--- src/rtl/alu_seq.sv ---
// rtl/alu_seq.sv - handshaked ALU with single-cycle ops and iterative shift-add mul / restoring div
module alu_seq #(
    parameter int N = 16
) (
    input  logic           clk,
    input  logic           reset,
    input  logic           in_valid,
    output logic           in_ready,
    input  logic [N-1:0]   operand1,
    input  logic [N-1:0]   operand2,
    input  logic [2:0]     operation,
    output logic           out_valid,
    input  logic           out_ready,
    output logic [2*N-1:0] alu_out,
    output logic           zero,
    output logic           carry,
    output logic           div_by_zero
);
    localparam int CW = $clog2(N + 1);
    localparam logic [CW-1:0] LAST = CW'(N - 1);

    localparam logic [2:0] OP_ADD = 3'b000, OP_AND = 3'b001, OP_SUB = 3'b010, OP_OR  = 3'b011,
                           OP_XOR = 3'b100, OP_MUL = 3'b101, OP_DIV = 3'b110, OP_MIN = 3'b111;

    typedef enum logic [1:0] {IDLE, BUSY, DONE} state_t;
    state_t state_q, state_d;

    // acc_q/lo_q form one 2N-bit working register: product for mul, {remainder, quotient} for div
    logic [N-1:0]   acc_q, acc_d, lo_q, lo_d, b_q, b_d;
    logic           is_div_q, is_div_d;
    logic [CW-1:0]  cnt_q, cnt_d;
    logic [2*N-1:0] res_q, res_d;
    logic           zero_q, zero_d, carry_q, carry_d, dbz_q, dbz_d;

    logic [N:0]     add_sum, sub_diff, mul_sum, div_shift, div_trial;
    logic           div_ge;
    logic [N-1:0]   acc_step, lo_step;
    logic [2*N-1:0] single_res;
    logic           single_carry, single_dbz;

    assign add_sum   = {1'b0, operand1} + {1'b0, operand2};
    assign sub_diff  = {1'b0, operand1} - {1'b0, operand2};
    assign mul_sum   = {1'b0, acc_q} + {1'b0, (lo_q[0] ? b_q : {N{1'b0}})};
    assign div_shift = {acc_q, lo_q[N-1]};
    assign div_trial = div_shift - {1'b0, b_q};
    // The partial remainder stays below the divisor, so bit N of the trial is a clean borrow
    assign div_ge    = ~div_trial[N];

    always_comb begin
        acc_step = mul_sum[N:1];
        lo_step  = {mul_sum[0], lo_q[N-1:1]};
        if (is_div_q) begin
            acc_step = div_ge ? div_trial[N-1:0] : div_shift[N-1:0];
            lo_step  = {lo_q[N-2:0], div_ge};
        end
    end

    always_comb begin
        single_res   = '0;
        single_carry = 1'b0;
        single_dbz   = 1'b0;
        case (operation)
            OP_ADD: begin
                single_res   = {{(N-1){1'b0}}, add_sum};
                single_carry = add_sum[N];
            end
            OP_SUB: begin
                single_res   = {{N{1'b0}}, sub_diff[N-1:0]};
                single_carry = sub_diff[N];
            end
            OP_AND: single_res = {{N{1'b0}}, operand1 & operand2};
            OP_OR:  single_res = {{N{1'b0}}, operand1 | operand2};
            OP_XOR: single_res = {{N{1'b0}}, operand1 ^ operand2};
            OP_MIN: single_res = {{N{1'b0}}, (operand1 < operand2) ? operand1 : operand2};
            OP_DIV: begin
                single_res = {operand1, {N{1'b1}}};
                single_dbz = 1'b1;
            end
            default: single_res = '0;
        endcase
    end

    always_comb begin
        state_d  = state_q;
        acc_d    = acc_q;
        lo_d     = lo_q;
        b_d      = b_q;
        is_div_d = is_div_q;
        cnt_d    = cnt_q;
        res_d    = res_q;
        zero_d   = zero_q;
        carry_d  = carry_q;
        dbz_d    = dbz_q;
        case (state_q)
            IDLE: begin
                if (in_valid) begin
                    if (operation == OP_MUL || (operation == OP_DIV && operand2 != '0)) begin
                        acc_d    = '0;
                        lo_d     = operand1;
                        b_d      = operand2;
                        is_div_d = (operation == OP_DIV);
                        cnt_d    = '0;
                        state_d  = BUSY;
                    end else begin
                        res_d   = single_res;
                        zero_d  = (single_res == '0);
                        carry_d = single_carry;
                        dbz_d   = single_dbz;
                        state_d = DONE;
                    end
                end
            end
            BUSY: begin
                acc_d = acc_step;
                lo_d  = lo_step;
                cnt_d = cnt_q + 1'b1;
                if (cnt_q == LAST) begin
                    res_d   = {acc_step, lo_step};
                    zero_d  = ({acc_step, lo_step} == '0);
                    carry_d = 1'b0;
                    dbz_d   = 1'b0;
                    state_d = DONE;
                end
            end
            DONE: begin
                if (out_ready) state_d = IDLE;
            end
            default: state_d = IDLE;
        endcase
    end

    always_ff @(posedge clk) begin
        if (reset) begin
            state_q  <= IDLE;
            acc_q    <= '0;
            lo_q     <= '0;
            b_q      <= '0;
            is_div_q <= 1'b0;
            cnt_q    <= '0;
            res_q    <= '0;
            zero_q   <= 1'b0;
            carry_q  <= 1'b0;
            dbz_q    <= 1'b0;
        end else begin
            state_q  <= state_d;
            acc_q    <= acc_d;
            lo_q     <= lo_d;
            b_q      <= b_d;
            is_div_q <= is_div_d;
            cnt_q    <= cnt_d;
            res_q    <= res_d;
            zero_q   <= zero_d;
            carry_q  <= carry_d;
            dbz_q    <= dbz_d;
        end
    end

    assign in_ready    = (state_q == IDLE);
    assign out_valid   = (state_q == DONE);
    assign alu_out     = res_q;
    assign zero        = zero_q;
    assign carry       = carry_q;
    assign div_by_zero = dbz_q;
endmodule

--- config.mk ---
export PLATFORM = sky130hd
export DESIGN_NAME = alu_seq
export DESIGN_NICKNAME = d
export VERILOG_FILES = /design/src/rtl/alu_seq.sv
export SDC_FILE = /design/constraint.sdc
export NUM_CORES = 1
export LEC_CHECK = 0
export CAP_MARGIN = 0
export CORE_MARGIN = 1.5
export CORE_UTILIZATION = 35
export DETAILED_ROUTE_END_ITERATION = 8
export PLACE_DENSITY = 0.66
export SLEW_MARGIN = 30
export SYNTH_ARGS = -nofsm -noshare
export SYNTH_HDL_FRONTEND = slang
export SYNTH_SLANG_ARGS = --single-unit
export TNS_END_PERCENT = 30
--- constraint.sdc ---
create_clock -name clk -period 3.02 [get_ports clk]
set_input_delay 0.302 -clock clk [delete_from_list [all_inputs] [get_ports clk]]
set_output_delay 0.302 -clock clk [all_outputs]
set_load 0.02 [all_outputs]
Word level (Yosys, flattened, before mapping)
Index checks and enable logic that the tools add are counted.
Widths: inputs -> output; s select.
{"block": "word_totals", "regBits": 91, "latchBits": 0, "mem_bits_rw": 0, "romBits": 0, "inputBits": 39, "out_inout_bits": 37, "wordCells": 84, "n_memories": 0}
{"block": "op_classes", "addsub": 5, "mul": 0, "n_div": 0, "order_cmp": 1, "eq_ne": 15, "shift": 0, "muxes": 37, "bitwise_logic": 4, "n_reduce_logical": 12}
{"operator": "$pmux 32 s7", "n": 1}
{"operator": "$mux 16", "n": 9}
{"operator": "$mux 32", "n": 3}
{"operator": "$logic_not 32->1", "n": 2}
{"operator": "$pmux 16 s2", "n": 2}
{"operator": "$pmux 32 s2", "n": 1}
{"operator": "$add 16x16->17", "n": 2}
{"operator": "$sub 16x16->17", "n": 1}
{"operator": "$sub 17x16->17", "n": 1}
{"operator": "$and 16x16->16", "n": 1}
{"operator": "$lt 16x16->1", "n": 1}
{"operator": "$or 16x16->16", "n": 1}
{"operator": "$reduce_bool 16->1", "n": 1}
{"operator": "$xor 16x16->16", "n": 1}
{"operator": "$eq 3x3->1 const B", "n": 4}
{"operator": "$mux 5", "n": 2}
{"operator": "$pmux 5 s2", "n": 1}
{"operator": "$mux 1", "n": 9}
{"operator": "$reduce_and 3->1", "n": 3}
{"operator": "$mux 2", "n": 4}
{"operator": "$pmux 1 s2", "n": 4}
{"operator": "$eq 3x2->1 const B", "n": 2}
{"operator": "$ne 2x2->1 const B", "n": 3}
{"operator": "$pmux 2 s3", "n": 1}
{"operator": "other kinds (13)", "n": 14}

Logic depth before layout (Yosys ltp)
Gate-level depths: netlist of run 1.
{"block": "logic_depth", "word_depth": 7, "mapped_depth": 15, "mapped_depth_nobuf": 14}

Least setup slack after synthesis of run 1
OpenSTA, ideal clock, no wires.
{"block": "synth_timing", "path_type": "reg-to-reg", "startpoint": "reg lo_q[0]", "endpoint": "reg zero_q (netlist: zero)", "setup_time_ps": 59, "arrival_time_ps": 3255, "required_time_ps": 2961, "slack_ps": -294, "path_stages_with_launch": 16, "n_path_buf": 1, "synth_period_minus_slack_ps": 3314, "path_cell_list": "dfxtp_1 clkbuf_1 and2_1 ha_1 fa_1 a211oi_1 o21ai_1 a31oi_1 o211ai_1 a2111oi_0 nor3_1 a21o_1 a211oi_1 a311oi_1 nor2_1 a31o_1"}
{"block": "synth_via", "elab_chain_cells": 6, "word_cells_on_any_way": 7, "classes_between": "1 x add/sub; 5 x mux; 1 x reduce/logical"}
{"item": "from (decl)", "line": "29", "source": "logic [N-1:0] acc_q, acc_d, lo_q, lo_d, b_q, b_d;"}
{"item": "from (signal assigned)", "line": "147", "source": "lo_q <= lo_d;"}
{"item": "$mux 16", "line": "43", "source": "assign mul_sum = {1'b0, acc_q} + {1'b0, (lo_q[0] ? b_q : {N{1'b0}})};"}
{"item": "$add 16x16->17", "line": "43"}
{"item": "$mux 16", "line": "52", "source": "if (is_div_q) begin"}
{"item": "$logic_not 32->1 (*)", "line": "119", "source": "zero_d = ({acc_step, lo_step} == '0);"}
{"item": "$mux 1 (*)", "line": "117", "source": "if (cnt_q == LAST) begin"}
{"item": "$pmux 1 s2 (*)", "line": "94", "source": "case (state_q)"}
{"item": "to (signal assigned)", "line": "152", "source": "zero_q <= zero_d;"}
{"item": "to (decl)", "line": "33", "source": "logic zero_q, zero_d, carry_q, carry_d, dbz_q, dbz_d;"}
Mark *: on every way between the ends. The rest lies on a longest branch, timed or not. The select of a mux whose other input is x is not followed.
A chain may end at the register's enable or synchronous reset.

Final worst setup path of run 1
{"block": "layout_timing", "startpoint": "reg b_q[0]", "endpoint": "reg zero_q (netlist: zero)"}
{"block": "layout_via", "elab_chain_cells": 6, "word_cells_on_any_way": 10, "classes_between": "2 x add/sub; 6 x mux; 1 x bitwise; 1 x reduce/logical"}
{"item": "from (decl)", "line": "29"}
{"item": "from (signal assigned)", "line": "137", "source": "b_q <= '0;"}
{"item": "from (signal assigned)", "line": "148", "source": "b_q <= b_d;"}
{"item": "$sub 17x16->17 / $mux 16 (equally long branches)", "line": "45, 43"}
{"item": "$mux 16 (tied with other cells)", "line": "53", "source": "acc_step = div_ge ? div_trial[N-1:0] : div_shift[N-1:0];"}
{"item": "$mux 16", "line": "52"}
{"item": "$logic_not 32->1 (*)", "line": "119"}
{"item": "$mux 1 (*)", "line": "117"}
{"item": "$pmux 1 s2 (*)", "line": "94"}
Marks and branches as above.

==> results.json, run 1 <==
{
  "status": "finished with violations",
  "violations": "setup timing",
  "slew_headroom": 0.499,
  "synth_edf_count": 0,
  "drc": 0,
  "clk_latency_ns": 0.36,
  "yosysWarnings": 0,
  "drive_gt1_frac": 0.327,
  "cts_hold_buf": 0,
  "dp_cells": 1857,
  "timing.hold.ws_ns": 0.395,
  "synth_top_family_by_area": "compound AO/OA/AOI/OAI gates",
  "insertedDiodeCount": 0,
  "design_area_sq_um": 13100,
  "hold_class": "in2reg",
  "yosys_most_used_dff": "dfxtp_1",
  "crit_family": "compound AO/OA/AOI/OAI gates",
  "path_buf_inv": 2,
  "syn_area_per_cell_sq_um": 7.18,
  "final_nets": 1681,
  "arrival_ns": 3.62,
  "gp_congestion": 0.992,
  "port_buffers": 75,
  "synth_fa_ha_area_frac": 0.127,
  "synth_cells": 1208,
  "path_class": "reg2reg",
  "via_per_inst": 5.58,
  "wl_mm": 35.6,
  "ys_ff_latch": 91,
  "synth.most_common_cell": "nor2_1",
  "post_dp_cell_area_sq_um": 12100,
  "power.internal_mw": 2.74,
  "critPathSlowestCell": "fa_2",
  "synth_common_cells": "147 x nor2_1, 139 x a21oi_1, 117 x nand2_1",
  "crit_required_ns": 3.28,
  "grt_first_pass_wirelength_mm": 55.2,
  "grt_start_max_net_pins": 93,
  "antenna_found_initial": 0,
  "post-route-period-util": 1.11,
  "maxCapViolCount": 0,
  "cts.htree.levels": 3,
  "synth_cell_types": 81,
  "synth-simple-area-share": 0.230,
  "ios": 76,
  "finalMaxSlewViolations": 0,
  "dr.pass1.iters": 7,
  "clockBufferDepth": 2,
  "clkTransAtPathRegs_ns": 0.07,
  "critPathMaxStageDelay_ns": 0.42,
  "synth_area_sq_um": 8680,
  "clkPwrFrac": 0.278,
  "fp.dieH_um": 160,
  "row_count": 57,
  "r2r_slack_ns": -0.34,
  "preCtsSetupSlack_ns": -0.950,
  "seqPwrFrac": 0.304,
  "leakage_nw": 5.60,
  "fillers": 2286,
  "gr-total-overflow": 0,
  "cp-end-kind": "flip-flop",
  "ir_drop_mv": 0.346,
  "switching_power_mw": 1.52,
  "ys_seq_area_frac": 0.210,
  "synth_top_area_frac": 0.210,
  "async_flop_share": 0,
  "final_cells": 1885,
  "synth_area_leaders": "dfxtp_1 21%, ha_1 12%, a21oi_1 8.0%",
  "tightest_slew_ns": 0.751,
  "cts_sinks": 91,
  "wl_per_cell_um": 18.9,
  "groute.usage.overall": 0.271,
  "synth_mux_area_frac": 0.0324,
  "synth-xor-area-share": 0.0373,
  "clock.fmax_ghz": 0.297,
  "hold_violations": 0,
  "rsz0062_at_grt": "yes",
  "switching_share": 0.356,
  "setup_viol": 16,
  "cp_max_fo": 3,
  "setup_slack_ns": -0.341,
  "crit_chain": "buf_6, and2_4, ha_4, fa_2, a211oi_2, o21ai_1, a31oi_1, o211ai_1, a2111oi_1, nor3_1, buf_4, xnor2_2, a21oi_2, nor2b_1, a31o_1",
  "power_density_nw_per_um2": 326,
  "place_hpwl_mm": 27.4,
  "critPathLaunchType": "flip-flop",
  "drtIter0Drc": 923,
  "syn2layout_area_growth_pct": 50.5,
  "synth_top_cell_by_area": "dfxtp_1",
  "start_util": 0.357,
  "p_comb_frac": 0.417,
  "synth-compound-area-share": 0.295,
  "tritoncts": "yes",
  "fin_crit_ns": 3.36,
  "drt.antenna.violating_nets": 0,
  "die_area_sq_um": 25700,
  "vias": 10500,
  "die_w_um": 160,
  "coreArea_sq_um": 24300,
  "grt_pass1_vias": 10400,
  "cts_root_buf": "clkbuf_16",
  "cts_inserted_buffers": 9,
  "skew_ns": 0.00964,
  "syn_nets": 1333
}
## cells in the final DEF, fill, tap and decap left out, types with 25 or more instances in the layout
cell type and instances:
ha_1 62, a21oi_1 126, clkdlybuf4s50_1 45, xnor2_1 25, nor3_1 33, buf_4 322, nor2_1 142, inv_1 55
dfxtp_1 89, nand2_1 113, o21ai_0 52
## power by group through the flow
| stage | combinational [mW] | clock, mW | sequential [mW] |
|---|---|---|---|
| 2_1_floorplan | 0.794 | 0 | 1.35 |
| 3_3_place_gp | 1.62 | 0 | 1.32 |
| 3_5_place_dp | 1.62 | 0 | 1.32 |
| 5_1_grt | 1.89 | 1.23 | 1.30 |
| 4_1_cts | 1.71 | 1.19 | 1.30 |
| 6_report | 1.78 | 1.19 | 1.30 |
## through the flow
stage,power [mW],setup TNS [ns],utilization
2_1_floorplan,2.15,-0.352,-
3_3_place_gp,2.94,-20.05,0.496
3_5_place_dp,2.95,-20.58,0.496
4_1_cts,4.19,-2.03,0.529
5_1_grt,4.43,-5.89,0.537
6_report,4.26,-2.27,0.537
## path summary, 6_finish.rpt
path,start,to,cells after the start
max reg2reg,b_q[0],zero,15
min reg2reg,div_by_zero,div_by_zero,2
max,b_q[0],zero,15
min,operand2[3],b_q[3],4
## tightest hold or removal path, delay by kind of cell
family	cells	cell delay, ns
buffers and inverters	2	0.26
and+or+nand+nor	1	0.08
AOI/OAI and AO/OA	1	0.06
## routing by layer
layer,track usage,wire (um),vias up
met5,0,0,-
met4,0.147,2020,0
met3,0.0395,2730,123
met2,0.455,16600,456
met1,0.333,14300,4901
li1,-,-,5045
## cells by family after synthesis
family	count (synthesis)
AND/OR/NAND/NOR	427
AO/OA/AOI/OAI	388
buffers and inverters	153
flip-flops	91
adder cells (fa/ha/maj)	86
XOR/XNOR	37
multiplexers	26
## area by class of cell
class,instances,area (sq um),area share
Sequential cell,91,1820,0.140
Clock buffer,11,243,0.0186
Timing Repair Buffer,413,3360,0.257
Clock inverter,5,60.1,0.00460
Tap cell,324,405,0.0310
Multi-Input combinational cell,964,6870,0.526
Inverter,77,289,0.0221
## registers in the layout, indices dropped and copies added, names as in the netlist, 2 cells and up
register,count
state_q,2
b_q,16
lo_q,16
alu_out,32
cnt_q,5
acc_q,16
## timing repair
item / 4_1_cts / 5_1_grt
gates resized for setup: 142 / 49
setup buffers: 17 / 4
setup endpoints to repair: 51 / 37
pin swaps: 46 / 24
cloned: 0 / 0
No activity file was read; power rests on OpenSTA's default activity.
==> inputs of run 2 (changes only) <==
CORE_UTILIZATION = 54   (was 35)
PLACE_DENSITY = 0.89   (was 0.66)
==> results.json, run 2 <==
{
  "synth_cell_types": 81,
  "grt_first_pass_wirelength_mm": 89.8,
  "yosys_most_used_dff": "dfxtp_1",
  "syn_nets": 1333,
  "synth_area_sq_um": 8680,
  "yosysWarnings": 0,
  "cts_hold_buf": 0,
  "synth.most_common_cell": "nor2_1",
  "place_hpwl_mm": 27.8,
  "synth_common_cells": "147 x nor2_1, 139 x a21oi_1, 117 x nand2_1",
  "synth_area_leaders": "dfxtp_1 21%, ha_1 12%, a21oi_1 8.0%",
  "synth_edf_count": 0,
  "ios": 76,
  "ys_ff_latch": 91,
  "syn_area_per_cell_sq_um": 7.18,
  "port_buffers": 75,
  "synth_top_area_frac": 0.210,
  "stop_stage": "global routing",
  "status": "did not finish",
  "groute.usage.overall": 0.720,
  "cts_inserted_buffers": 9,
  "gp_congestion": 1.11,
  "cts_root_buf": "clkbuf_16",
  "synth_top_cell_by_area": "dfxtp_1",
  "start_util": 0.550,
  "ys_seq_area_frac": 0.210,
  "async_flop_share": 0,
  "post_dp_cell_area_sq_um": 11600,
  "row_count": 46,
  "synth_cells": 1208,
  "toolErrorMsg": "[ERROR GRT-0116] Global routing finished with congestion. Check the congestion regions in the DRC Viewer.",
  "preCtsSetupSlack_ns": -1.01,
  "gr-total-overflow": 14,
  "clockBufferDepth": 2,
  "fp.dieH_um": 130,
  "grt_start_max_net_pins": 93,
  "cts_sinks": 91,
  "cts.htree.levels": 3,
  "die_w_um": 130,
  "grt_pass1_vias": 14500
}
-- run 2: cell counts after synthesis --
Identical to the previous run, type by type.
-- run 2: what timing repair did --
| item | 4_1_cts |
|---|---|
| pin swaps | 63 |
| resized for setup | 203 |
| buffers inserted | 38 |
| setup endpoints to repair | 51 |
-- run 2: cell families after synthesis --
group / share of synthesized area
and+or+nand+nor: 0.230
buffers and inverters: 0.0679
muxes: 0.0324
DFF: 0.210
AOI/OAI and AO/OA: 0.295
adders and majority gates: 0.127
xor gates and xnor gates: 0.0373
-- run 2: per-stage QoR --
step | hold slack [ns] | instances
2_1_floorplan | 0.438 | 1208
3_3_place_gp | 0.441 | 1702
3_5_place_dp | 0.445 | 1702
4_1_cts | 0.386 | 1753
-- run 2: metal layers --
metal | global-route usage | overflow
met1 | 0.726 | 0
met2 | 0.872 | 9
met3 | 0.587 | 0
met4 | 0.707 | 4
met5 | 0.226 | 1
==> inputs of run 3 (changes only) <==
CORE_UTILIZATION = 40   (was 54)
PLACE_DENSITY = default   (was 0.89)
PLACE_DENSITY_LB_ADDON = 0.15   (was default)
clock period = 3.93 ns   (was 3.02 ns; I/O delays follow)
==> results.json, run 3 (same netlist as run 1, synthesis figures left out) <==
{
  "grt_pass1_vias": 9073,
  "tightest_slew_ns": 0.817,
  "place_hpwl_mm": 25.6,
  "dr.pass1.iters": 5,
  "hold_class": "reg2reg",
  "setup_tns_ns": 0,
  "row_count": 53,
  "power_density_nw_per_um2": 282,
  "final_nets": 1476,
  "tritoncts": "yes",
  "grt_start_max_net_pins": 93,
  "setup_viol": 0,
  "drt.antenna.violating_nets": 0,
  "ios": 76,
  "largest_register_ffs": 32,
  "start_util": 0.410,
  "arrival_ns": 4.14,
  "grt_first_pass_wirelength_mm": 50.8,
  "drc": 0,
  "post-route-period-util": 0.977,
  "coreArea_sq_um": 21200,
  "insertedDiodeCount": 0,
  "maxCapViolCount": 0,
  "wl_per_cell_um": 20.1,
  "drtIter0Drc": 816,
  "slew_headroom": 0.455,
  "fin_crit_ns": 3.84,
  "gp_congestion": 0.951,
  "fp.dieH_um": 150,
  "crit_chain": "and2_1, ha_1, fa_1, a211oi_1, o21ai_1, a31oi_1, o211ai_1, a2111oi_0, nor3_1, a21o_1, a211oi_1, a311oi_1, nor2_1, a31o_1",
  "hold_violations": 0,
  "gr-total-overflow": 0,
  "antenna_found_initial": 0,
  "post_dp_cell_area_sq_um": 10500,
  "design_area_sq_um": 10800,
  "crit_required_ns": 4.23,
  "dr.max_layer_used": "met4",
  "cts.htree.levels": 3,
  "critPathMaxStageDelay_ns": 0.47,
  "syn2layout_area_growth_pct": 24.5,
  "layout.cells.most_common_list": "147 x nor2_1, 139 x a21oi_1, 132 x buf_4",
  "cp-end-kind": "flip-flop",
  "vias": 9571,
  "ir_drop_mv": 0.194,
  "port_buffers": 75,
  "routed-wl-met3_mm": 2.54,
  "clkTransAtPathRegs_ns": 0.07,
  "groute.usage.overall": 0.295,
  "cts_sinks": 91,
  "die_w_um": 150,
  "cp_max_fo": 3,
  "drt-met1-wl_mm": 13.7,
  "clockBufferDepth": 2,
  "cts_root_buf": "clkbuf_16",
  "clk_latency_ns": 0.36,
  "status": "complete, no violations",
  "clock.fmax_ghz": 0.261,
  "cts_inserted_buffers": 9,
  "crit_top_cell": "a211oi_1",
  "critPathLaunchType": "flip-flop",
  "via_per_inst": 5.87,
  "die_area_sq_um": 22600,
  "rsz0062_at_grt": "no",
  "wl_met2_mm": 15.3,
  "wl_mm": 32.8,
  "layout.cells.most_common": "nor2_1",
  "path_class": "reg2reg",
  "critPathSlowestCell": "a2111oi_0",
  "finalMaxSlewViolations": 0,
  "skew_ns": 0.00655,
  "drive_gt1_frac": 0.138,
  "leakage_nw": 4.42
}
[run 3: area by class of cell]
class / count / area (sq um)
Clock inverter: 6 / 71.3
Multi-Input combinational cell: 964 / 6310
Timing Repair Buffer: 208 / 1740
Clock buffer: 10 / 229
Sequential cell: 91 / 1820
Inverter: 77 / 289
Fill cell: 2131 / 10300
Tap cell: 275 / 344
[run 3: repair_timing]
action / CTS / global route
buffers inserted: 0 / 0
hold endpoints to repair: 0 / 0
setup endpoints to repair: 0 / 1
resized for setup: 0 / 2
hold buffers: 0 / 0
[run 3: worst paths after layout]
kind	from	end	slack, ns	cells past startpoint
setup reg to reg	lo_q[0]	zero	0.09	14
setup / recovery	lo_q[0]	zero	0.09	14
hold reg to reg	alu_out[6]	alu_out[6]	0.46	2
hold / removal	alu_out[6]	alu_out[6]	0.46	2
[run 3: critical path: cells and delay by family (launching register included)]
family | cells | cell delay [ns]
fa+ha+maj | 2 | 0.69
flops | 1 | 0.33
simple gates | 3 | 0.63
compound gates | 9 | 2.13
[run 3: layer usage]
| metal | vias up | GRT usage |
|---|---|---|
| li1 | 4619 | - |
| met1 | 4442 | 0.379 |
| met2 | 433 | 0.492 |
| met3 | 77 | 0.0470 |
| met4 | 0 | 0.117 |
| met5 | - | 0 |
[run 3: power by group]
group | internal [mW] | switching [mW]
clock | 0.501 | 0.420
sequential | 0.964 | 0.0321
combinational | 0.480 | 0.652
total | 1.95 | 1.10
[run 3: metrics by stage]
stage	std cells	utilization	setup WS, ns	power, mW	hold slack, ns
after floorplan	1208	-	0.616	1.65	0.439
after global placement	1615	0.496	-0.0806	2.13	0.442
after detailed placement	1615	0.496	-0.103	2.13	0.448
after CTS	1631	0.510	0.137	3.05	0.456
after global routing	1631	0.511	0.0116	3.20	0.479
final	1631	0.511	0.0923	3.05	0.455
==> inputs of run 4 (changes only) <==
GPL_TIMING_DRIVEN = 0   (was default)
==> results.json, run 4 (same netlist as run 1, synthesis figures left out) <==
{
  "layout.cells.most_common": "nor2_1",
  "hold_class": "in2reg",
  "tightest_slew_ns": 1.02,
  "arrival_ns": 4.20,
  "leakage_nw": 4.07,
  "fillers": 2172,
  "gr-total-overflow": 0,
  "critPathLaunchType": "input pin",
  "crit_required_ns": 4.24,
  "port_buffers": 73,
  "ff_latch_area_sq_um": 1820,
  "switching_power_mw": 1.16,
  "maxCapViolCount": 0,
  "start_util": 0.410,
  "status": "complete, no violations",
  "clkPwrFrac": 0.317,
  "layout.cells.most_common_list": "145 x nor2_1, 135 x a21oi_1, 115 x nand2_1",
  "path_depth": 16,
  "final_cells": 1579,
  "finalMaxSlewViolations": 0,
  "grt_pass1_vias": 8967,
  "fp.dieH_um": 150,
  "clockBufferDepth": 2,
  "groute.usage.overall": 0.305,
  "row_count": 53,
  "setup_tns_ns": 0,
  "die_area_sq_um": 22600,
  "skew_ns": 0.0114,
  "via_per_inst": 6.01,
  "fin_crit_ns": 3.89,
  "power_density_nw_per_um2": 295,
  "cts_hold_buf": 0,
  "die_w_um": 150,
  "cts_inserted_buffers": 9,
  "crit_family": "compound AO/OA/AOI/OAI gates",
  "hold_violations": 0,
  "clk_latency_ns": 0.36,
  "coreArea_sq_um": 21200,
  "grt_start_max_net_pins": 19,
  "post-route-period-util": 0.990,
  "p_comb_frac": 0.353,
  "cp-end-kind": "flip-flop",
  "critPathMaxStageDelay_ns": 0.44,
  "clkTransAtPathRegs_ns": 0.08,
  "wl_mm": 34.2,
  "ios": 76,
  "dp_cells": 1556,
  "dr.pass1.iters": 7,
  "path_buf_inv": 4,
  "r2r_cells": 15,
  "finalPower_mw": 3.02,
  "multi_input_area_sq_um": 6450,
  "path_class": "in2reg",
  "cts_root_buf": "clkbuf_16",
  "switching_share": 0.383,
  "drc": 0,
  "place_hpwl_mm": 26.6,
  "drive_gt1_frac": 0.0928,
  "drtIter0Drc": 1055,
  "vias": 9492,
  "gp_congestion": 1.01,
  "final_nets": 1424,
  "wl_per_cell_um": 21.6,
  "clock.fmax_ghz": 0.257,
  "fin_util": 0.484,
  "holdPathStages": 3,
  "largest_register_ffs": 32,
  "crit_chain": "clkbuf_2, inv_1, ha_1, buf_4, or2b_1, o311ai_4, a2111oi_4, or4_1, buf_2, nor3_1, a211o_1, a2111o_1, nor4_2, nand4_1, o41ai_4, a31o_1",
  "cp_max_fo": 9,
  "grt_first_pass_wirelength_mm": 51.9,
  "antenna_found_initial": 0,
  "drt.antenna.violating_nets": 0,
  "setup_viol": 0,
  "slew_headroom": 0.313,
  "critPathSlowestCell": "a2111oi_4",
  "seqPwrFrac": 0.330,
  "insertedDiodeCount": 0,
  "tritoncts": "yes",
  "cts.htree.levels": 3,
  "power.internal_mw": 1.86,
  "ir_drop_mv": 0.166,
  "cts_sinks": 91,
  "syn2layout_area_growth_pct": 17.9
}
[run 4: cell types whose count changed in the layout (fill, tap and decap cells not counted), moves of 4 or more]
cell,before,now
buf_2,2,6
dlymetal6s2s_1,0,10
buf_1,0,5
buf_4,132,9
clkbuf_2,0,27
clkdlybuf4s50_1,73,41
clkbuf_1,1,55
a21oi_1,139,135
[run 4: repair_timing]
action / 4_1_cts / 5_1_grt
gates cloned: 0 / 0
pin swaps: 2 / 11
endpoints found under the setup margin: 13 / 14
buffers inserted: 1 / 6
resized for setup: 46 / 80
[run 4: power by group through the flow]
stage	combinational (mW)	sequential (mW)	clock (mW)
after global routing	1.14	1.00	0.989
final	1.07	0.997	0.958
after floorplan	0.610	1.04	0
after global placement	1.01	1.01	0
after CTS	1.02	0.993	0.963
after detailed placement	1.01	1.01	0
[run 4: stage by stage]
stage | hold slack, ns | instance area (sq um) | setup WS, ns
2_1_floorplan | 0.439 | 8680 | 0.616
3_3_place_gp | 0.442 | 9750 | -0.965
3_5_place_dp | 0.448 | 9760 | -0.986
4_1_cts | 0.457 | 10100 | 0.00815
5_1_grt | 0.380 | 10200 | -0.00259
6_report | 0.361 | 10200 | 0.0411
[run 4: area by class of cell]
type	instances	share of cell area
plain buffers	75	0.0303
repair buffers	81	0.0690
clock inverters	7	0.00868
multi-input cells	964	0.630
inverters	77	0.0282
clock buffers	9	0.0220
well taps	275	0.0336
flip-flops and latches	91	0.178
[run 4: metal layers]
metal	wire length, um	vias to the layer above	GRT usage
met5	0	-	0
met4	1550	0	0.140
met3	2800	109	0.0482
met2	15400	462	0.492
met1	14400	4399	0.397
li1	-	4522	-
[run 4: final timing paths]
| path | to | slack [ns] | startpoint |
|---|---|---|---|
| max | zero | 0.04 | operand1[3] |
| min reg2reg | div_by_zero | 0.46 | div_by_zero |
| max reg2reg | zero | 0.16 | lo_q[15] |
| min | b_q[3] | 0.36 | operand2[3] |
[run 4: worst reg2reg max path: stages, from the launching register on]
cell and delay, ns:
dfxtp_1 0.33, inv_1 0.10, ha_1 0.25, fa_1 0.41, nand2b_1 0.19, a21oi_1 0.24, o21ai_1 0.23, a41oi_2 0.28
nand2_2 0.24, clkbuf_2 0.31, nand2_1 0.13, o211ai_1 0.09, o21ai_0 0.23, nand3_1 0.16, nor4_2 0.36, a31o_1 0.20
==> patch 1, RTL diff (settings of run 4) <==
Re-encode `state_t` (3 states) as one-hot, 3 bits wide.
--- a/src/rtl/alu_seq.sv
+++ b/src/rtl/alu_seq.sv
@@ -22,7 +22,7 @@
     localparam logic [2:0] OP_ADD = 3'b000, OP_AND = 3'b001, OP_SUB = 3'b010, OP_OR  = 3'b011,
                            OP_XOR = 3'b100, OP_MUL = 3'b101, OP_DIV = 3'b110, OP_MIN = 3'b111;
 
-    typedef enum logic [1:0] {IDLE, BUSY, DONE} state_t;
+    typedef enum logic [2:0] {IDLE = 3'b001, BUSY = 3'b010, DONE = 3'b100} state_t;
     state_t state_q, state_d;
 
     // acc_q/lo_q form one 2N-bit working register: product for mul, {remainder, quotient} for div
Formal check against the unedited RTL: same outputs for any inputs over 10 cycles, from zero or initial values and one cycle with reset high; not proved beyond that.
==> patch 1 against run 4 <==
  * Design area grew 2.9%
  * Worst hold slack gained 0.043 ns
  * Routed wire length down 3.7%
  * Setup slack better by 0.053 ns
  * Highest routed layer unchanged
  * Die area is 0.40% lower
  * Largest cell class unchanged
  * Area after synthesis shrank 0.40%
  * Sequential cell count is 1 higher
  * Total power is 5.5% higher
==> patch 1: results (changes against run 4) <==
{
  "run_status": {"value": "completed", "change": "unchanged"},
  "groute.layer.met1.usage": {"value": 0.428, "change": "was 0.397"},
  "worst-r2r-cell-count": {"value": 14, "change": "was 15"},
  "grt_use_met2": {"value": 0.420, "change": "was 0.492"},
  "n_sequential_cell": {"value": 92, "change": "was 91"},
  "n_all_inverters": {"value": 74, "change": "was 77"},
  "drive_above_1_share": {"value": 0.0943, "change": "was 0.0928"},
  "route.layer.met1.wl": {"value": 15200, "unit": "um", "change": "was 14400 um"},
  "detail_route.wirelength": {"value": 32900, "unit": "um", "change": "was 34200 um"},
  "maximum_number_of_pins_on_one_net_before_global_route_repair": {"value": 16, "change": "was 19"},
  "grt_pass1_wl": {"value": 50300, "unit": "um", "change": "was 51900 um"},
  "ys_top_cells_by_count": {"value": "sky130_fd_sc_hd__nor2_1, sky130_fd_sc_hd__a21oi_1, sky130_fd_sc_hd__nand2_1", "change": "unchanged"},
  "multiInputGateArea": {"value": 6440, "unit": "um^2", "change": "was 6450 um^2"},
  "arrival": {"value": 4.10, "unit": "ns", "change": "was 4.20 ns"},
  "n_all_buffers": {"value": 166, "change": "was 156"},
  "nClkBuffers": {"value": 11, "change": "was 9"},
  "seqCellArea": {"value": 1850, "unit": "um^2", "change": "was 1820 um^2"},
  "p_leak": {"value": 4.28, "unit": "nW", "change": "was 4.07 nW"},
  "seq_area_frac_synth": {"value": 0.213, "change": "was 0.210"},
  "detailed_place_hpwl": {"value": 25600, "unit": "um", "change": "was 26600 um"},
  "slew_headroom": {"value": 0.483, "change": "was 0.313"},
  "power.share.switching": {"value": 0.345, "change": "was 0.383"},
  "signal_buffer_area_fraction": {"value": 0.120, "change": "was 0.0993"},
  "clock-skew-final": {"value": 0.00974, "unit": "ns", "change": "was 0.0114 ns"},
  "placedInstanceArea": {"value": 9740, "unit": "um^2", "change": "was 9760 um^2"},
  "cp-startpoint": {"value": "lo_q[15]", "change": "was operand1[3]"},
  "power.combinational.total": {"value": 1.13, "unit": "mW", "change": "was 1.07 mW"},
  "floorplan.die_area": {"value": 22500, "unit": "um^2", "change": "was 22600 um^2"},
  "globalRouteMet3Util": {"value": 0.0726, "change": "was 0.0482"},
  "pwr-share-comb": {"value": 0.354, "change": "was 0.353"},
  "setup.reg_to_reg.worst_slack": {"value": 0.09, "unit": "ns", "change": "was 0.16 ns"},
  "post_synth_cell_types": {"value": 80, "change": "was 81"},
  "detail_route.vias_per_cell": {"value": 5.98, "change": "was 6.01"},
  "initialDrtViolationCount": {"value": 1117, "change": "was 1055"},
  "wl_met2": {"value": 13500, "unit": "um", "change": "was 15400 um"},
  "io_buffer_count": {"value": 75, "change": "was 73"},
  "clockNetworkAreaShare": {"value": 0.0342, "change": "was 0.0307"}
}
patch 1: logic make-up (layout without fill, tap and decap cells):
logic type	after synthesis	count (layout)	synth area share
AO/OA/AOI/OAI	384	384	0.289
XOR/XNOR	42	42	0.0426
adder cells (fa/ha/maj)	86	86	0.128
buffers and inverters	149	256	0.0717
flip-flops	92	92	0.213
multiplexers	30	30	0.0368
AND/OR/NAND/NOR	414	414	0.219
patch 1: worst max-delay path: stages (launching register included):
cell	delay [ns]
sky130_fd_sc_hd__dfxtp_2	0.36
sky130_fd_sc_hd__inv_2	0.06
sky130_fd_sc_hd__ha_4	0.17
sky130_fd_sc_hd__fa_2	0.41
sky130_fd_sc_hd__nor2b_4	0.14
sky130_fd_sc_hd__o31a_1	0.23
sky130_fd_sc_hd__o21ai_2	0.10
sky130_fd_sc_hd__and4b_1	0.22
sky130_fd_sc_hd__a311oi_4	0.43
sky130_fd_sc_hd__buf_6	0.18
sky130_fd_sc_hd__buf_12	0.13
sky130_fd_sc_hd__a31oi_2	0.10
sky130_fd_sc_hd__or4_1	0.47
sky130_fd_sc_hd__or4_4	0.53
sky130_fd_sc_hd__o31ai_1	0.23
patch 1: what timing repair did:
action | in CTS | in global routing
buffers inserted | 10 | 6
pin swaps | 5 | 16
setup endpoints to repair | 14 | 18
resized for setup | 36 | 68
gates cloned | 0 | 2
endpoints found under the hold margin | 0 | 0
patch 1: per-stage QoR:
step                      cells  utilization  setup slack, ns  hold WS (ns)  setup TNS [ns]
after global routing       1579        0.499          -0.0373         0.398         -0.0373
after CTS                  1572        0.487          0.00536         0.461               0
after detailed placement   1547        0.462            -1.14         0.450          -11.15
after global placement     1547        0.462            -1.11         0.451          -14.42
final                      1579        0.499           0.0940         0.403               0
after floorplan            1197            -            0.616         0.443               0
==> patch 2, RTL diff (config.mk and constraints of run 4) <==
Made on the original files. Change the parameter `N` from 16 to 32.
--- a/src/rtl/alu_seq.sv
+++ b/src/rtl/alu_seq.sv
@@ -1,6 +1,6 @@
 // rtl/alu_seq.sv - handshaked ALU with single-cycle ops and iterative shift-add mul / restoring div
 module alu_seq #(
-    parameter int N = 16
+    parameter int N = 32
 ) (
     input  logic           clk,
     input  logic           reset,
Ports: changed (resized alu_out, operand1 and operand2); port bits go from 76 to 140. The function was not compared with the original's and may differ.
==> patch 2 against run 4 <==
  * Clock power is 83% higher
  * The run now ends with negative setup slack left
  * Design area is 110% higher
  * Total power increased by 120%
  * Die area grew 100%
  * Area after synthesis grew 110%
  * Sequential cell count grew 81
  * Final cell count is 110% higher
  * Highest routed layer is now met5
  * Routed wire length rose to 2.9 times the old value
  * Count of clock-buffer cells in the layout increased by 8
  * Largest power group unchanged
  * Critical path depth is 1 lower
  * Setup slack got worse by 0.75 ns
==> patch 2: results (changes against run 4) <==
{
  "wl_per_cell": {"value": 28.9, "unit": "um", "change": "was 21.6 um"},
  "wl_met2": {"value": 44500, "unit": "um", "change": "was 15400 um"},
  "cts-htree-levels": {"value": 4, "change": "was 3"},
  "violated_checks": {"value": "negative setup slack"},
  "hp-start": {"value": "operand2[6]", "change": "was operand2[3]"},
  "area_contributors_post_synth": {"value": "sky130_fd_sc_hd__dfxtp_1, sky130_fd_sc_hd__ha_1, sky130_fd_sc_hd__a21oi_1", "change": "unchanged"},
  "io_buffer_count": {"value": 138, "change": "was 73"},
  "post_synth.cell_area_avg": {"value": 6.95, "unit": "um^2", "change": "was 7.18 um^2"},
  "grt_use_total": {"value": 0.413, "change": "was 0.305"},
  "route.vias.total": {"value": 21800, "change": "was 9492"},
  "ys_top_cells_by_count": {"value": "sky130_fd_sc_hd__a21oi_1, sky130_fd_sc_hd__nand2_1, sky130_fd_sc_hd__nor2_1", "change": "was sky130_fd_sc_hd__nor2_1, sky130_fd_sc_hd__a21oi_1, sky130_fd_sc_hd__nand2_1"},
  "top_layer_used": {"value": "met5", "change": "was met4"},
  "nFillCells": {"value": 4566, "change": "was 2172"},
  "cp_max_stage_cell": {"value": "sky130_fd_sc_hd__or4b_1", "change": "was sky130_fd_sc_hd__a2111oi_4"},
  "nNetsFinal": {"value": 3007, "change": "was 1424"},
  "hold_ws": {"value": 0.252, "unit": "ns", "change": "was 0.361 ns"},
  "power.ir.vdd_worst": {"value": 0.304, "unit": "mV", "change": "was 0.166 mV"},
  "crit_path_max_incr_delay": {"value": 0.54, "unit": "ns", "change": "was 0.44 ns"},
  "placedInstanceArea": {"value": 20100, "unit": "um^2", "change": "was 9760 um^2"},
  "initialDrtViolationCount": {"value": 2507, "change": "was 1055"},
  "globalRouteMet3Util": {"value": 0.0650, "change": "was 0.0482"},
  "setup_violations": {"value": 1, "change": "was 0"},
  "worst-slew-pin-transition": {"value": 1.03, "unit": "ns", "change": "was 1.02 ns"},
  "critPathMaxFanout": {"value": 8, "change": "was 9"},
  "drt-pass1-iter-count": {"value": 8, "change": "was 7"},
  "route.layer.met1.wl": {"value": 38100, "unit": "um", "change": "was 14400 um"},
  "gpl.final_weighted_congestion": {"value": 0.997, "change": "was 1.01"},
  "seq_area_frac_synth": {"value": 0.192, "change": "was 0.210"},
  "cts_made_buffers": {"value": 17, "change": "was 9"},
  "setup_slack": {"value": -0.709, "unit": "ns", "change": "was 0.0411 ns"},
  "detailed_place_hpwl": {"value": 77000, "unit": "um", "change": "was 26600 um"},
  "via_count_of_the_first_global_routing_pass": {"value": 21400, "change": "was 8967"},
  "detail_route.wirelength": {"value": 97700, "unit": "um", "change": "was 34200 um"},
  "syn_nets": {"value": 2821, "change": "was 1333"},
  "post_synth_cell_types": {"value": 93, "change": "was 81"},
  "run_status": {"value": "complete, but fails checks", "change": "was completed"},
  "arrival": {"value": 5.04, "unit": "ns", "change": "was 4.20 ns"}
}
## patch 2: cell types whose count changed after synthesis, sizes merged, moves of 73 or more
cell,delta
dfxtp,+81
nand2,+194
a21oi,+243
clkbuf,+74
ha,+79
inv,+73
o21ai,+115
## patch 2: stage by stage
| step | setup slack [ns] | utilization |
|---|---|---|
| 5_1_grt | -0.732 | 0.493 |
| 3_5_place_dp | -2.58 | 0.456 |
| 6_report | -0.709 | 0.493 |
| 4_1_cts | -0.720 | 0.490 |
| 2_1_floorplan | -0.0409 | - |
| 3_3_place_gp | -2.83 | 0.455 |
## patch 2: repair_timing
action / CTS / global route
endpoints found under the hold margin: 0 / 0
gates resized for setup: 277 / 155
setup endpoints to repair: 115 / 52
buffers inserted: 30 / 4
pin swaps: 34 / 22
## patch 2: power breakdown
part | switching [mW] | internal [mW] | leakage [nW] | total (mW)
Clock | 0.891 | 0.854 | 0.284 | 1.75
Combinational | 1.90 | 0.947 | 6.93 | 2.84
Sequential | 0.0981 | 1.85 | 1.40 | 1.95
Total | 2.89 | 3.65 | 8.62 | 6.54
## patch 2: kinds of logic (layout without fill, tap and decap cells)
kind of cell | count (synthesis) | after routing | synth area share
DFF | 172 | 172 | 0.192
adders and majority gates | 165 | 165 | 0.117
and+or+nand+nor | 844 | 844 | 0.221
muxes | 32 | 32 | 0.0186
xor gates and xnor gates | 71 | 71 | 0.0346
other | 0 | 2 | 0
AOI/OAI and AO/OA | 979 | 979 | 0.346
buffers and inverters | 322 | 521 | 0.0716
## patch 2: layout make-up
cell class              count  share of cell area
diodes                      2            0.000230
plain buffers             166              0.0382
clock buffers              17              0.0195
clock inverters            15             0.00798
inverters                 151              0.0260
multi-input cells        2091               0.648
flip-flops and latches    172               0.158
well taps                 592              0.0340
repair buffers            172              0.0679
